===== src/rtl/ddr3_phy_pkg.sv =====
// Shared types and constants for the DDR3 CS_N lane: nibble geometry,
// idle chip-select pattern and the delay-step sequencer state encoding.
package ddr3_phy_pkg;

  localparam int NIBBLE_W = 4;
  localparam logic [NIBBLE_W-1:0] CS_N_IDLE = 4'b1111;

  typedef enum logic [2:0] {
    DS_IDLE = 3'd0,
    DS_LOAD = 3'd1,
    DS_MOVE = 3'd2,
    DS_GAP  = 3'd3,
    DS_DONE = 3'd4
  } dly_state_t;

  // Limit a requested step count to the taps still available in that direction.
  function automatic logic [7:0] clamp_steps(input logic [7:0] steps, input logic [7:0] avail);
    return (steps > avail) ? avail : steps;
  endfunction

endpackage


===== src/rtl/ddr3_cs_n_lane_ctrl_if.sv =====
// Fabric/IOD-facing signal bundle of the CS_N lane controller. The slave
// modport is the controller's view; master is the view of whoever drives it.
interface ddr3_cs_n_lane_ctrl_if;
  import ddr3_phy_pkg::*;

  logic                OUT_EN;
  logic                CMD_VALID;
  logic                CMD_READY;
  logic [1:0]          CMD_SLOT;
  logic [NIBBLE_W-1:0] TX_DATA_0;
  logic [NIBBLE_W-1:0] OE_DATA_0;
  logic                DLY_REQ_VALID;
  logic                DLY_REQ_READY;
  logic                DLY_REQ_LOAD;
  logic                DLY_REQ_DIR;
  logic [7:0]          DLY_REQ_STEPS;
  logic                DLY_DONE;
  logic                DLY_ERR;
  logic [7:0]          TAP_POS;
  logic                DELAY_LINE_MOVE_0;
  logic                DELAY_LINE_DIRECTION_0;
  logic                DELAY_LINE_LOAD_0;
  logic                DELAY_LINE_OUT_OF_RANGE_0;

  modport slave (
    input  OUT_EN, CMD_VALID, CMD_SLOT,
    input  DLY_REQ_VALID, DLY_REQ_LOAD, DLY_REQ_DIR, DLY_REQ_STEPS,
    input  DELAY_LINE_OUT_OF_RANGE_0,
    output CMD_READY, TX_DATA_0, OE_DATA_0,
    output DLY_REQ_READY, DLY_DONE, DLY_ERR, TAP_POS,
    output DELAY_LINE_MOVE_0, DELAY_LINE_DIRECTION_0, DELAY_LINE_LOAD_0
  );

  modport master (
    output OUT_EN, CMD_VALID, CMD_SLOT,
    output DLY_REQ_VALID, DLY_REQ_LOAD, DLY_REQ_DIR, DLY_REQ_STEPS,
    output DELAY_LINE_OUT_OF_RANGE_0,
    input  CMD_READY, TX_DATA_0, OE_DATA_0,
    input  DLY_REQ_READY, DLY_DONE, DLY_ERR, TAP_POS,
    input  DELAY_LINE_MOVE_0, DELAY_LINE_DIRECTION_0, DELAY_LINE_LOAD_0
  );

endinterface


===== src/rtl/ddr3_dly_step_seq.sv =====
// Output delay-line training sequencer: turns one request into LOAD or a
// clamped, gap-spaced train of MOVE pulses and tracks the tap position.
module ddr3_dly_step_seq
  import ddr3_phy_pkg::*;
#(
  parameter int MAX_TAP  = 127,
  parameter int TAP_INIT = 1,
  parameter int STEP_GAP = 2
) (
  input  logic       clk,
  input  logic       rst_n,
  input  logic       req_valid_i,
  input  logic       req_load_i,
  input  logic       req_dir_i,
  input  logic [7:0] req_steps_i,
  input  logic       oor_i,
  output logic       req_ready_o,
  output logic       done_o,
  output logic       err_o,
  output logic [7:0] tap_pos_o,
  output logic       move_o,
  output logic       dir_o,
  output logic       load_o
);

  localparam logic [2:0] S_IDLE = 3'(DS_IDLE);
  localparam logic [2:0] S_LOAD = 3'(DS_LOAD);
  localparam logic [2:0] S_MOVE = 3'(DS_MOVE);
  localparam logic [2:0] S_GAP  = 3'(DS_GAP);
  localparam logic [2:0] S_DONE = 3'(DS_DONE);

  localparam logic [7:0] MAX_TAP_W  = 8'(MAX_TAP);
  localparam logic [7:0] TAP_INIT_W = 8'(TAP_INIT);
  localparam logic [3:0] GAP_LAST   = 4'(STEP_GAP - 1);

  logic [2:0] state_q, state_d;
  logic [7:0] rem_q, rem_d;
  logic [7:0] tap_q, tap_d;
  logic [3:0] gap_q, gap_d;
  logic       dir_q, dir_d;
  logic       err_q, err_d;
  logic [7:0] avail;
  logic [7:0] clamped;

  assign avail   = req_dir_i ? (MAX_TAP_W - tap_q) : tap_q;
  assign clamped = clamp_steps(req_steps_i, avail);

  always_comb begin
    state_d = state_q;
    rem_d   = rem_q;
    gap_d   = gap_q;
    dir_d   = dir_q;
    err_d   = err_q;
    case (state_q)
      S_IDLE: begin
        if (req_valid_i) begin
          dir_d = req_dir_i;
          err_d = 1'b0;
          gap_d = 4'd0;
          if (req_load_i) begin
            state_d = S_LOAD;
          end else begin
            rem_d   = clamped;
            err_d   = (clamped != req_steps_i);
            state_d = (clamped == 8'd0) ? S_DONE : S_MOVE;
          end
        end
      end
      S_LOAD: state_d = S_DONE;
      S_MOVE: begin
        rem_d = rem_q - 8'd1;
        gap_d = 4'd0;
        if (oor_i) begin
          err_d   = 1'b1;
          rem_d   = 8'd0;
          state_d = S_DONE;
        end else if (rem_q == 8'd1) begin
          state_d = S_DONE;
        end else begin
          state_d = S_GAP;
        end
      end
      S_GAP: begin
        if (oor_i) begin
          err_d   = 1'b1;
          rem_d   = 8'd0;
          state_d = S_DONE;
        end else if (gap_q == GAP_LAST) begin
          gap_d   = 4'd0;
          state_d = S_MOVE;
        end else begin
          gap_d = gap_q + 4'd1;
        end
      end
      S_DONE:  state_d = S_IDLE;
      default: state_d = S_IDLE;
    endcase
  end

  // Tap follows the state being entered so TAP_POS changes on the same edge
  // that raises MOVE or LOAD.
  always_comb begin
    tap_d = tap_q;
    if (state_d == S_MOVE) begin
      tap_d = dir_d ? (tap_q + 8'd1) : (tap_q - 8'd1);
    end else if (state_d == S_LOAD) begin
      tap_d = TAP_INIT_W;
    end
  end

  always_ff @(posedge clk or negedge rst_n) begin
    if (!rst_n) begin
      state_q <= S_IDLE;
      rem_q   <= 8'd0;
      tap_q   <= TAP_INIT_W;
      gap_q   <= 4'd0;
      dir_q   <= 1'b0;
      err_q   <= 1'b0;
    end else begin
      state_q <= state_d;
      rem_q   <= rem_d;
      tap_q   <= tap_d;
      gap_q   <= gap_d;
      dir_q   <= dir_d;
      err_q   <= err_d;
    end
  end

  assign req_ready_o = (state_q == S_IDLE);
  assign done_o      = (state_q == S_DONE);
  assign move_o      = (state_q == S_MOVE);
  assign load_o      = (state_q == S_LOAD);
  assign dir_o       = dir_q;
  assign err_o       = err_q;
  assign tap_pos_o   = tap_q;

endmodule


===== src/rtl/ddr3_cs_n_lane_ctrl.sv =====
// Fabric-side driver for the DDR3 CS_N IOD lane: packs chip-select commands
// into the 4:1 TX/OE nibbles and hosts the delay-line step sequencer.
module ddr3_cs_n_lane_ctrl
  import ddr3_phy_pkg::*;
#(
  parameter int MAX_TAP  = 127,
  parameter int TAP_INIT = 1,
  parameter int STEP_GAP = 2
) (
  input logic                  FAB_CLK,
  input logic                  ARST_N,
  ddr3_cs_n_lane_ctrl_if.slave lane
);

  logic                ready_q;
  logic                accept;
  logic [NIBBLE_W-1:0] oe_q;
  logic [NIBBLE_W-1:0] tx_q;
  logic [NIBBLE_W-1:0] tx_d;

  assign accept = lane.CMD_VALID & ready_q;

  // Only the accepted slot drives CS_N low; bit 0 leaves the serialiser first.
  generate
    for (genvar gi = 0; gi < NIBBLE_W; gi++) begin : g_slot
      assign tx_d[gi] = ~(accept && (lane.CMD_SLOT == 2'(gi)));
    end
  endgenerate

  always_ff @(posedge FAB_CLK or negedge ARST_N) begin
    if (!ARST_N) begin
      ready_q <= 1'b0;
      oe_q    <= '0;
      tx_q    <= CS_N_IDLE;
    end else begin
      ready_q <= lane.OUT_EN;
      oe_q    <= {NIBBLE_W{lane.OUT_EN}};
      tx_q    <= tx_d;
    end
  end

  assign lane.CMD_READY = ready_q;
  assign lane.OE_DATA_0 = oe_q;
  assign lane.TX_DATA_0 = tx_q;

  ddr3_dly_step_seq #(
    .MAX_TAP  (MAX_TAP),
    .TAP_INIT (TAP_INIT),
    .STEP_GAP (STEP_GAP)
  ) u_step_seq (
    .clk         (FAB_CLK),
    .rst_n       (ARST_N),
    .req_valid_i (lane.DLY_REQ_VALID),
    .req_load_i  (lane.DLY_REQ_LOAD),
    .req_dir_i   (lane.DLY_REQ_DIR),
    .req_steps_i (lane.DLY_REQ_STEPS),
    .oor_i       (lane.DELAY_LINE_OUT_OF_RANGE_0),
    .req_ready_o (lane.DLY_REQ_READY),
    .done_o      (lane.DLY_DONE),
    .err_o       (lane.DLY_ERR),
    .tap_pos_o   (lane.TAP_POS),
    .move_o      (lane.DELAY_LINE_MOVE_0),
    .dir_o       (lane.DELAY_LINE_DIRECTION_0),
    .load_o      (lane.DELAY_LINE_LOAD_0)
  );

endmodule


===== src/flat_wrapper.sv =====
// flat-port wrapper written by rule: the top's interface ports become plain ports
module ddr3_cs_n_lane_ctrl_flat import ddr3_phy_pkg::*;
#(
  parameter int MAX_TAP  = 127,
  parameter int TAP_INIT = 1,
  parameter int STEP_GAP = 2
)
  (FAB_CLK, ARST_N, lane_OUT_EN, lane_CMD_VALID, lane_CMD_SLOT, lane_DLY_REQ_VALID, lane_DLY_REQ_LOAD, lane_DLY_REQ_DIR, lane_DLY_REQ_STEPS, lane_DELAY_LINE_OUT_OF_RANGE_0, lane_CMD_READY, lane_TX_DATA_0, lane_OE_DATA_0, lane_DLY_REQ_READY, lane_DLY_DONE, lane_DLY_ERR, lane_TAP_POS, lane_DELAY_LINE_MOVE_0, lane_DELAY_LINE_DIRECTION_0, lane_DELAY_LINE_LOAD_0);
  ddr3_cs_n_lane_ctrl_if lane_i ();
  input logic FAB_CLK;
  input logic ARST_N;
  input wire logic [$bits(lane_i.OUT_EN)-1:0] lane_OUT_EN;
  input wire logic [$bits(lane_i.CMD_VALID)-1:0] lane_CMD_VALID;
  input wire logic [$bits(lane_i.CMD_SLOT)-1:0] lane_CMD_SLOT;
  input wire logic [$bits(lane_i.DLY_REQ_VALID)-1:0] lane_DLY_REQ_VALID;
  input wire logic [$bits(lane_i.DLY_REQ_LOAD)-1:0] lane_DLY_REQ_LOAD;
  input wire logic [$bits(lane_i.DLY_REQ_DIR)-1:0] lane_DLY_REQ_DIR;
  input wire logic [$bits(lane_i.DLY_REQ_STEPS)-1:0] lane_DLY_REQ_STEPS;
  input wire logic [$bits(lane_i.DELAY_LINE_OUT_OF_RANGE_0)-1:0] lane_DELAY_LINE_OUT_OF_RANGE_0;
  output wire logic [$bits(lane_i.CMD_READY)-1:0] lane_CMD_READY;
  output wire logic [$bits(lane_i.TX_DATA_0)-1:0] lane_TX_DATA_0;
  output wire logic [$bits(lane_i.OE_DATA_0)-1:0] lane_OE_DATA_0;
  output wire logic [$bits(lane_i.DLY_REQ_READY)-1:0] lane_DLY_REQ_READY;
  output wire logic [$bits(lane_i.DLY_DONE)-1:0] lane_DLY_DONE;
  output wire logic [$bits(lane_i.DLY_ERR)-1:0] lane_DLY_ERR;
  output wire logic [$bits(lane_i.TAP_POS)-1:0] lane_TAP_POS;
  output wire logic [$bits(lane_i.DELAY_LINE_MOVE_0)-1:0] lane_DELAY_LINE_MOVE_0;
  output wire logic [$bits(lane_i.DELAY_LINE_DIRECTION_0)-1:0] lane_DELAY_LINE_DIRECTION_0;
  output wire logic [$bits(lane_i.DELAY_LINE_LOAD_0)-1:0] lane_DELAY_LINE_LOAD_0;
  assign lane_i.OUT_EN = lane_OUT_EN;
  assign lane_i.CMD_VALID = lane_CMD_VALID;
  assign lane_i.CMD_SLOT = lane_CMD_SLOT;
  assign lane_i.DLY_REQ_VALID = lane_DLY_REQ_VALID;
  assign lane_i.DLY_REQ_LOAD = lane_DLY_REQ_LOAD;
  assign lane_i.DLY_REQ_DIR = lane_DLY_REQ_DIR;
  assign lane_i.DLY_REQ_STEPS = lane_DLY_REQ_STEPS;
  assign lane_i.DELAY_LINE_OUT_OF_RANGE_0 = lane_DELAY_LINE_OUT_OF_RANGE_0;
  assign lane_CMD_READY = lane_i.CMD_READY;
  assign lane_TX_DATA_0 = lane_i.TX_DATA_0;
  assign lane_OE_DATA_0 = lane_i.OE_DATA_0;
  assign lane_DLY_REQ_READY = lane_i.DLY_REQ_READY;
  assign lane_DLY_DONE = lane_i.DLY_DONE;
  assign lane_DLY_ERR = lane_i.DLY_ERR;
  assign lane_TAP_POS = lane_i.TAP_POS;
  assign lane_DELAY_LINE_MOVE_0 = lane_i.DELAY_LINE_MOVE_0;
  assign lane_DELAY_LINE_DIRECTION_0 = lane_i.DELAY_LINE_DIRECTION_0;
  assign lane_DELAY_LINE_LOAD_0 = lane_i.DELAY_LINE_LOAD_0;
  ddr3_cs_n_lane_ctrl #(.MAX_TAP(MAX_TAP), .TAP_INIT(TAP_INIT), .STEP_GAP(STEP_GAP)) u_core (.FAB_CLK(FAB_CLK), .ARST_N(ARST_N), .lane(lane_i));
endmodule

===== config.mk =====
export PLATFORM = sky130hd
export DESIGN_NAME = ddr3_cs_n_lane_ctrl_flat
export DESIGN_NICKNAME = d
export VERILOG_FILES = /design/src/rtl/ddr3_phy_pkg.sv /design/src/rtl/ddr3_cs_n_lane_ctrl_if.sv /design/src/rtl/ddr3_dly_step_seq.sv /design/src/rtl/ddr3_cs_n_lane_ctrl.sv /design/src/flat_wrapper.sv
export SDC_FILE = /design/constraint.sdc
export NUM_CORES = 1
export LEC_CHECK = 0
export BUFFER_PORTS_ARGS = -buffer_cell sky130_fd_sc_hd__buf_2
export CORE_ASPECT_RATIO = 0.9
export CORE_MARGIN = 2
export CORE_UTILIZATION = 40
export DETAILED_ROUTE_END_ITERATION = 6
export GPL_TIMING_DRIVEN = 1
export PLACE_DENSITY = 0.62
export SLEW_MARGIN = 30
export SYNTH_ARGS = -nofsm -noshare
export SYNTH_HDL_FRONTEND = slang
export SYNTH_SLANG_ARGS = --single-unit

===== constraint.sdc =====
create_clock -name FAB_CLK -period 3.9 [get_ports FAB_CLK]
set_input_delay 0.195 -clock FAB_CLK [delete_from_list [all_inputs] [get_ports FAB_CLK]]
set_output_delay 0.195 -clock FAB_CLK [all_outputs]
set_load 0.01 [all_outputs]

==> impl_results.md <==
- Chip Height: 77.8 um
- # rows: 26
- Die Area: 6690 um^2
- Grt met3 use: 0.0309
- Synthesized cell area: 2420 um^2
- Post-synth cell types: 55
- Final nets: 347
- Hold buffer count at CTS: 1
- Kind of critical path: reg -> reg
- Slew at the pin with the worst max-slew slack: 0.681 ns
- Synth Flop Type: dfrtp_1
- Leak: 1.21 nW
- RSZ-0062 raised after global routing: false
- Ys async rst share: 1.00
- EDFF count, synth: 0
- Initial Util: 0.420
- Req. time, crit path: 4.04 ns
- DR vias: 2127
- Clock latency on the worst-skew pair: 0.28 ns
- DP Wirelength: 4280 um
- Fin crit period: 3.12 ns
- Met1 Usage GRT: 0.245
- Setup Fix Bufs, Post-CTS: 0
- Layout Utilization: 0.479
- Sequential fraction of the synthesis area: 0.313
- Via-to-Cell Ratio: 5.58
- Share of layout cells above drive strength 1: 0.193
- Fmax: 320 MHz
- Core Area: 5760 um^2
- Crit start category: register
- Total Routing Usage GR: 0.181
- H-Tree Depth: 2
- Initial antenna violation count: 0
- GPL Wtd Cong: 0.837
- Arrival @ worst endpoint: 3.27 ns
- Syn_nets: 311
- Global route hottest layer: met2
- Post_cts resized: 0
- Vias in the first global route: 2026
- First-pass GRT wire length: 9690 um
- Final Skew: 0.00282 ns
- Area Overhead vs Synth: 14.0%
- DR pass1 iterations: 5
- Final worst-path cycle share: 0.800
- Largest net degree at the start of global routing: 31
- Root buffer cell: clkbuf_8
- IR drop worst, VDD: 0.476 mV
- Yosys reg bits: 30
- I/O Pins: 41
- Met2 usage: 0.293
- CTS buffer count: 5
- Pwr Density: 830 nW/um^2
- Initial DRC Count: 131
- Final setup fails: 0
- Clock transition at path regs: 0.07 ns
- Worst slew margin: 0.533
- Worst hold path class: in -> reg
- Port bufs: 40
- ANT nets after route: 0
- Post-DR wirelength/cell: 15.1 um
- Routed Wire Length: 5750 um
- Total gr overflow: 0
- Status: finished, final reports clean
- CTS tree: done
- Crit end category: register
- Ys Warns: 0
- Crit-path max FO: 13
- Syn avg cell area: 8.83 um^2
- Setup TNS Final: 0 ns
- DR DRC count: 0
- CTS sink cnt: 30
- Chip Width: 86.0 um
- Slew Viols, Final: 0
- Clk buf depth: 2
- Final Hold Fails: 0
- Max_cap viols: 0
- Antenna cells: 0
- Mapped Cells: 274
==> sequential cells by signal, indices dropped and copies added (netlist names) <==
register                     count
u_core.u_step_seq.rem_q          8
u_core.u_step_seq.tap_pos_o      8
u_core.lane.TX_DATA_0            4
u_core.u_step_seq.gap_q          4
u_core.u_step_seq.state_q        3
u_core.lane.CMD_READY            1
u_core.u_step_seq.dir_o          1
u_core.u_step_seq.err_o          1
==> cell usage in the layout (no fill, tap or decap), types with 3 or more instances in the layout <==
master / synthesis / layout
buf_2: 3 / 40
nand2_1: 27 / 27
dfrtp_1: 25 / 25
o21ai_0: 18 / 18
ha_1: 18 / 18
nor2_1: 16 / 16
xnor2_1: 14 / 14
a21oi_1: 14 / 14
inv_1: 9 / 9
o21ai_1: 9 / 9
mux2i_1: 8 / 8
xor2_1: 7 / 7
nor2b_1: 7 / 6
nor3_1: 6 / 6
nand4_1: 6 / 6
nand3_1: 6 / 6
nor4_1: 5 / 5
o31ai_1: 5 / 5
clkbuf_8: 0 / 5
dfstp_2: 5 / 5
o21a_1: 4 / 4
o211ai_1: 4 / 4
nand2b_1: 4 / 4
a22o_1: 4 / 4
a21o_1: 3 / 3
==> per-stage QoR <==
step	setup slack, ns	cell area [um^2]	hold slack, ns	instances	power [W]
2_1_floorplan	1.13	2420	-0.101	274	0.00168
3_3_place_gp	0.861	2620	0.286	371	0.00195
3_5_place_dp	0.793	2620	0.282	371	0.00196
4_1_cts	0.787	2740	0.00689	380	0.00230
5_1_grt	0.580	2760	0.0742	381	0.00250
6_report	0.779	2760	0.0780	381	0.00229
==> final cells by class <==
| cell class | instances | area, um^2 |
|---|---|---|
| clock buffer | 5 | 68.8 |
| clock inverter | 3 | 45.0 |
| fill | 574 | 3000 |
| inverter | 9 | 33.8 |
| multi-input combinational | 221 | 1540 |
| sequential | 30 | 757 |
| tap | 70 | 87.6 |
| timing repair buffer | 43 | 228 |
==> worst paths after layout <==
check / cells past startpoint / to / start / slack, ns
min in group asynchronous: 2 / u_core.u_step_seq.gap_q[2] / ARST_N / 0.50
min: 2 / u_core.lane.TX_DATA_0[1] / lane_CMD_SLOT[0] / 0.08
max in group asynchronous: 2 / u_core.u_step_seq.tap_pos_o[7] / ARST_N / 2.96
min reg2reg: 1 / u_core.u_step_seq.gap_q[3] / u_core.u_step_seq.gap_q[3] / 0.49
max: 10 / u_core.u_step_seq.tap_pos_o[6] / u_core.u_step_seq.state_q[0] / 0.78
max reg2reg: 10 / u_core.u_step_seq.tap_pos_o[6] / u_core.u_step_seq.state_q[0] / 0.78
==> cell usage after synthesis, types with 2 or more instances <==
cell type | count | area [um^2]
nor3b_1 | 2 | 15.0
buf_2 | 3 | 15.0
a21o_1 | 3 | 22.5
nand4_1 | 6 | 37.5
xor2_1 | 7 | 61.3
nand3_1 | 6 | 30.0
or2_2 | 2 | 12.5
and4_1 | 2 | 17.5
and2_1 | 2 | 12.5
nor2b_1 | 7 | 43.8
buf_6 | 3 | 33.8
o31ai_1 | 5 | 37.5
or3_1 | 2 | 12.5
o32ai_1 | 2 | 17.5
ha_1 | 18 | 225
nand2b_1 | 4 | 25.0
mux2i_1 | 8 | 80.1
nand2_1 | 27 | 101
nor3_1 | 6 | 30.0
dfstp_2 | 5 | 131
a21oi_1 | 14 | 70.1
and3_1 | 2 | 12.5
o21ai_0 | 18 | 90.1
o211ai_1 | 4 | 30.0
buf_4 | 4 | 30.0
o21a_1 | 4 | 30.0
xnor2_1 | 14 | 123
inv_1 | 9 | 33.8
clkbuf_1 | 4 | 15.0
nor4_1 | 5 | 31.3
dfrtp_1 | 25 | 626
o21ai_1 | 9 | 45.0
o41ai_1 | 2 | 17.5
nor2_1 | 16 | 60.1
a22o_1 | 4 | 35.0
==> worst max-delay path: stages (launching register included) <==
cell and delay [ns]:
dfrtp_1 0.53, nor4b_4 0.44, mux2i_1 0.65, ha_1 0.40
nor2b_1 0.15, o21ai_0 0.14, nand2b_1 0.10, a21o_1 0.18
a21oi_1 0.16, xor2_1 0.16, mux2i_1 0.08
==> where the power goes <==
group	switching, W	internal [W]	total [W]	leakage, nW
sequential	0.000177	0.000428	0.000605	0.367
combinational	0.000741	0.000621	0.00136	0.792
clock	0.000130	0.000190	0.000320	0.0504
total	0.00105	0.00124	0.00229	1.21
==> logic make-up after synthesis <==
| logic type | synth area share |
|---|---|
| AOI/OAI and AO/OA | 0.202 |
| muxes | 0.0331 |
| xor gates and xnor gates | 0.0760 |
| buffers and inverters | 0.0528 |
| adders and majority gates | 0.101 |
| and+or+nand+nor | 0.221 |
| DFF | 0.313 |
==> routing by layer <==
layer  vias to the layer above  part of all wire
met5                         -                 0
li1                       1080                 -
met4                         0             0.017
met3                         9             0.046
met1                       991              0.47
met2                        47              0.47
Note: power is estimated with default switching activity, not from simulation.
